<file path="config.mk">
export PLATFORM = sky130hd
export DESIGN_NAME = fm0_backscatter_encoder
export DESIGN_NICKNAME = d
export VERILOG_FILES = /design/src/rtl/fm0_backscatter_encoder.sv
export SDC_FILE = /design/constraint.sdc
export NUM_CORES = 1
export LEC_CHECK = 0
export CAP_MARGIN = 20
export CORE_MARGIN = 2
export CORE_UTILIZATION = 50
export DETAILED_ROUTE_END_ITERATION = 7
export PLACE_DENSITY_LB_ADDON = 0.25
export SYNTH_ARGS = -nofsm -noshare
export SYNTH_HDL_FRONTEND = slang
export SYNTH_SLANG_ARGS = --single-unit
</file>
<file path="constraint.sdc">
create_clock -name clk -period 1.85 [get_ports clk]
set_input_delay 0.37 -clock clk [delete_from_list [all_inputs] [get_ports clk]]
set_output_delay 0.37 -clock clk [all_outputs]
set_load 0.03 [all_outputs]
</file>
<file path="src/rtl/fm0_backscatter_encoder.sv">
// FM0 backscatter encoder: preamble, data symbols, then a dummy '1' symbol.
// One output level per clock; each half-symbol lasts HALF_PERIOD clocks.
module fm0_backscatter_encoder #(
   parameter int                      HALF_PERIOD   = 4,
   parameter int                      PREAMBLE_LEN  = 12,
   parameter logic [PREAMBLE_LEN-1:0] PREAMBLE_BITS = 12'b110100100011,
   parameter logic                    IDLE_LEVEL    = 1'b0,
   parameter int                      CNT_WIDTH     = 8
) (
   input  logic clk,
   input  logic rst,
   input  logic start,
   input  logic bit_in,
   input  logic bit_valid,
   input  logic bit_last,
   output logic bit_ready,
   output logic tx_out,
   output logic tx_active,
   output logic sym_strobe,
   output logic done,
   output logic underrun
);

   localparam int IDXW = (PREAMBLE_LEN > 1) ? $clog2(PREAMBLE_LEN) : 1;
   localparam logic [CNT_WIDTH-1:0] HLAST = CNT_WIDTH'(HALF_PERIOD - 1);
   localparam logic [IDXW-1:0]      ILAST = IDXW'(PREAMBLE_LEN - 1);

   typedef enum logic [1:0] {S_IDLE, S_PRE, S_DATA, S_DUMMY} state_t;

   state_t               state, state_n;
   logic [CNT_WIDTH-1:0] hcnt, hcnt_n;
   logic [IDXW-1:0]      idx, idx_n;
   logic                 half, half_n;
   logic                 sym_lvl, sym_lvl_n;     // first-half level of the current symbol
   logic                 cur_bit, cur_bit_n;
   logic                 cur_last, cur_last_n;
   logic                 aborted, aborted_n;     // frame ended by underrun: no done pulse
   logic                 done_q, done_n;
   logic                 und_q, und_n;
   logic                 hwrap, pre_end, sym_end, in_sym, lvl;

   assign in_sym  = (state == S_DATA) || (state == S_DUMMY);
   assign hwrap   = (hcnt == HLAST);
   assign pre_end = (state == S_PRE) && hwrap && (idx == ILAST);
   assign sym_end = in_sym && hwrap && half;

   // Level of the current clock; second half of a data '0' inverts mid-symbol.
   always_comb begin
      lvl = IDLE_LEVEL;
      case (state)
         S_PRE:   lvl = PREAMBLE_BITS[ILAST - idx];
         S_DATA:  lvl = (half && !cur_bit) ? ~sym_lvl : sym_lvl;
         S_DUMMY: lvl = sym_lvl;
         default: lvl = IDLE_LEVEL;
      endcase
   end

   assign tx_out     = lvl;
   assign tx_active  = (state != S_IDLE);
   assign bit_ready  = pre_end || ((state == S_DATA) && sym_end && !cur_last);
   assign sym_strobe = in_sym && !half && (hcnt == '0);
   assign done       = done_q;
   assign underrun   = und_q;

   // Next-state, counters and symbol loading.
   always_comb begin
      state_n    = state;
      hcnt_n     = hcnt;
      idx_n      = idx;
      half_n     = half;
      sym_lvl_n  = sym_lvl;
      cur_bit_n  = cur_bit;
      cur_last_n = cur_last;
      aborted_n  = aborted;
      done_n     = 1'b0;
      und_n      = 1'b0;
      if (state != S_IDLE) begin
         hcnt_n = hwrap ? '0 : hcnt + CNT_WIDTH'(1);
         if (hwrap) begin
            idx_n  = idx + IDXW'(1);
            half_n = ~half;
         end
      end
      case (state)
         S_IDLE: begin
            // done_q marks the cycle right after a frame; a start there is dropped
            if (start && !done_q) begin
               state_n   = S_PRE;
               hcnt_n    = '0;
               idx_n     = '0;
               aborted_n = 1'b0;
            end
         end
         S_PRE, S_DATA: begin
            if (bit_ready) begin
               // every symbol opens with a boundary inversion
               half_n    = 1'b0;
               sym_lvl_n = ~lvl;
               if (bit_valid) begin
                  state_n    = S_DATA;
                  cur_bit_n  = bit_in;
                  cur_last_n = bit_last;
               end else begin
                  state_n   = S_DUMMY;
                  und_n     = 1'b1;
                  aborted_n = 1'b1;
               end
            end else if (sym_end) begin
               state_n   = S_DUMMY;
               half_n    = 1'b0;
               sym_lvl_n = ~lvl;
            end
         end
         S_DUMMY: begin
            if (sym_end) begin
               state_n = S_IDLE;
               done_n  = ~aborted;
            end
         end
         default: state_n = S_IDLE;
      endcase
   end

   // State and datapath registers.
   always_ff @(posedge clk or posedge rst) begin
      if (rst) begin
         state    <= S_IDLE;
         hcnt     <= '0;
         idx      <= '0;
         half     <= 1'b0;
         sym_lvl  <= 1'b0;
         cur_bit  <= 1'b0;
         cur_last <= 1'b0;
         aborted  <= 1'b0;
         done_q   <= 1'b0;
         und_q    <= 1'b0;
      end else begin
         state    <= state_n;
         hcnt     <= hcnt_n;
         idx      <= idx_n;
         half     <= half_n;
         sym_lvl  <= sym_lvl_n;
         cur_bit  <= cur_bit_n;
         cur_last <= cur_last_n;
         aborted  <= aborted_n;
         done_q   <= done_n;
         und_q    <= und_n;
      end
   end

endmodule

</file>
==> results by group <==
Outcome
  – Result of the run: finished with violations
  – Failing checks: setup timing

Synth
  – Syn Std Cell Area: 1290 sq um
  – Leading area contributor after synthesis: dfrtp_1
  – Post-Syn Instances: 130
  – Register bit total from synthesis: 21
  – Post-Syn Area per Cell: around 9.9 sq um
  – Post-synth net total: between 100 and 150
  – Number of library cell types mapped by synthesis: 38
  – Count of flip-flops with a built-in enable after synthesis: 0
  – Share of the synthesized area in the top cell type: 0.408
  – Synth async-reset ratio: 1.00
  – Top FF cell, synth: dfrtp_1
  – Total of warnings raised by yosys: 0
  – Post-synthesis sequential area ratio: 0.408
  – Ranking of synthesized cells by area: dfrtp_1 41%, ha_1 9.7%, nand2_1 4.1%

CTS
  – Clock transition time at the flip-flop clock pins of the worst setup and hold paths: ~0.12 ns
  – Max Root-Sink Buffers: 2
  – H-tree depth: 1
  – Hold Buf Count CTS: 0
  – # clock sinks: 21
  – Clock root buffer: clkbuf_4
  – Number of buffers inserted during clock tree synthesis: 3
  – CTS tree: done
  – Worst-skew pair later-pin latency: between 0.3 and 0.4 ns

Route
  – Drt wl/cell: 15.5 um
  – Wire length on met1: 1320 um
  – Routed wire length: 3120 um
  – Highest metal layer with signal wires: met4
  – DRT iter0 DRCs: 22
  – Remaining antenna violation count: 0
  – Met3 routed WL: 148 um
  – Total vias in the final route: around 1200
  – Vias per cell: about 5.7
  – Length of routed met2 wiring: 1610 um
  – Total iterations of the first detailed-routing run: 4
  – DRC errors left: 0

Floorplanning
  – Core footprint: 2450 sq um
  – Overall die width: ~55 um
  – Die area: approximately 3000 sq um
  – I/O pin total: 12
  – Starting density of the core: 0.524
  – Placement Rows: 18
  – Chip Height: 54.7 um

Placed design
  – Routability congestion estimate from global placement: 0.856
  – DP HPWL: approximately 2200 um
  – Placed inst area: 1580 sq um
  – Count of input and output buffers: 11

Power
  – Peak supply drop: about 0.00034 V
  – Pwr per Cell Area: 412 nW/um^2
  – Clock network fraction of design power: 0.318
  – Gate power share: 0.037
  – Register share of total power: 0.645
  – Switching Fraction: 0.223
  – Sw power: 159 uW
  – Standby leakage power: 0.848 nW
  – Cell Int Power: approximately 550 uW

STA
  – Final count of hold timing violations: 0
  – Number of setup violations in the final report: 4
  – Maximum frequency from static timing analysis: ~440 MHz
  – Final Skew: 0.0110 ns
  – Post-Route Hold Slack: 0.365 ns
  – Relative slew slack: 0.787
  – Setup repair after global routing missed its margin: yes
  – Clock period minus final worst setup slack: 2.27 ns
  – Slew at the pin closest to its max-slew limit: between 0.3 and 0.4 ns
  – Max-slew violation count: 0
  – Final worst path period share: 1.23
  – Final Worst Setup Slack: -0.416 ns

Cells and area
  – Commonest non-fill, non-tap cells in the layout: 28 x buf_4, 21 x dfrtp_1, 14 x nand2_1
  – Post-layout nets: around 190
  – Most frequent standard cell in the layout excluding fill and tap cells: buf_4
  – Count of inserted antenna diode cells: 0
  – Fraction of layout cells with a size suffix above 1: 0.337
  – Layout overhead on the synthesized area: 33.9%
  – Post-layout instance area: 1720 sq um

Critical path
  – Crit-path max FO: 2
  – Worst path arrival time: 1.90 ns
  – Type of the worst setup path: flop to primary output
  – Critical Path RT: 1.48 ns
  – Startpoint type of the worst setup path: flop
  – Worst setup EP type: primary output

Global routing
  – First-pass GRT wire length: 4890 um
  – Antenna violations before repair: 0
  – Global route total overflow: 0
  – Largest net degree at the start of global routing: 22
  – Via count of the first global-routing pass: 1165
  – Overall track demand over capacity in global routing: 0.228

Hold path
  – Class of the tightest hold or removal check: input pin to asynchronous set/reset pin

Flow run
  – Max-capacitance violation count: 0
-- cells by family after synthesis --
kind of cell,Yosys count,synth area share
AND/OR/NAND/NOR,45,0.198
AO/OA/AOI/OAI,32,0.176
flip-flops,21,0.408
buffers and inverters,13,0.0447
adder cells (fa/ha/maj),10,0.0972
multiplexers,5,0.0486
XOR/XNOR,4,0.0272
-- power by group through the flow --
stage	combinational (mW)	sequential (mW)	clock (mW)
after CTS	0.0269	0.459	0.231
after detailed placement	0.0269	0.468	0
final	0.0261	0.459	0.226
after global placement	0.0262	0.468	0
after global routing	0.0300	0.459	0.263
after floorplan	0.00840	0.468	0
-- repair_timing --
action,in CTS,in global routing
resized for setup,21,8
setup endpoints to repair,4,9
hold endpoints to repair,0,0
pin swaps,5,2
gates cloned,0,0
setup buffers,5,3
-- state kept, by name, summed over array words and instances (netlist names) --
| name | flops |
|---|---|
| aborted | 1 |
| underrun | 1 |
| idx | 4 |
| done | 1 |
| hcnt | 8 |
| sym_lvl | 1 |
| half | 1 |
| cur_last | 1 |
| state | 2 |
| cur_bit | 1 |
-- per-layer routing --
layer | global-route usage | vias to the layer above
met3 | 0.0383 | 5
met1 | 0.257 | 567
li1 | - | 561
met4 | 0.0875 | 0
met2 | 0.423 | 27
met5 | 0 | -
-- metrics by stage --
stage / util / power [mW] / setup slack [ns] / instances / setup TNS (ns)
6_report: 0.702 / 0.711 / -0.416 / 202 / -0.735
5_1_grt: 0.702 / 0.752 / -0.503 / 202 / -1.06
4_1_cts: 0.686 / 0.717 / -0.410 / 199 / -0.628
3_5_place_dp: 0.643 / 0.495 / -0.563 / 191 / -0.563
3_3_place_gp: 0.643 / 0.494 / -0.539 / 191 / -0.539
2_1_floorplan: - / 0.476 / -0.00760 / 130 / -0.00760
-- synthesized netlist by cell type (3+ instances only) --
master   number
dfrtp_1      21
nand2_1      14
inv_1        11
ha_1         10
o21ai_0       9
nand3_1       8
nor2_1        7
a41oi_1       4
a31oi_1       3
xnor2_1       3
-- worst max-delay path: stages, from the launching register on --
cell	delay [ns]
dfrtp_1	0.38
inv_2	0.05
ha_2	0.17
mux2_4	0.25
o211a_1	0.20
a221o_1	0.28
and2_4	0.15
buf_6	0.13
-- final timing paths --
kind	startpoint	end	slack (ns)	cells after the start
setup / recovery	idx[0]	tx_out	-0.42	7
hold / removal	rst	half	0.36	3
setup reg to reg	state[0]	hcnt[7]	0.06	7
hold reg to reg	aborted	done	0.45	1
max in group asynchronous	rst	hcnt[5]	1.26	3
min in group clk	aborted	done	0.45	1
-- area by class of cell --
cell class	instances	area (sq um)
flip-flops and latches	21	526
repair buffers	40	337
clock inverters	1	5.00
fillers	183	731
well taps	30	37.5
multi-input cells	96	756
clock buffers	3	22.5
inverters	11	41.3
Note: power is estimated with default switching activity, not from simulation.
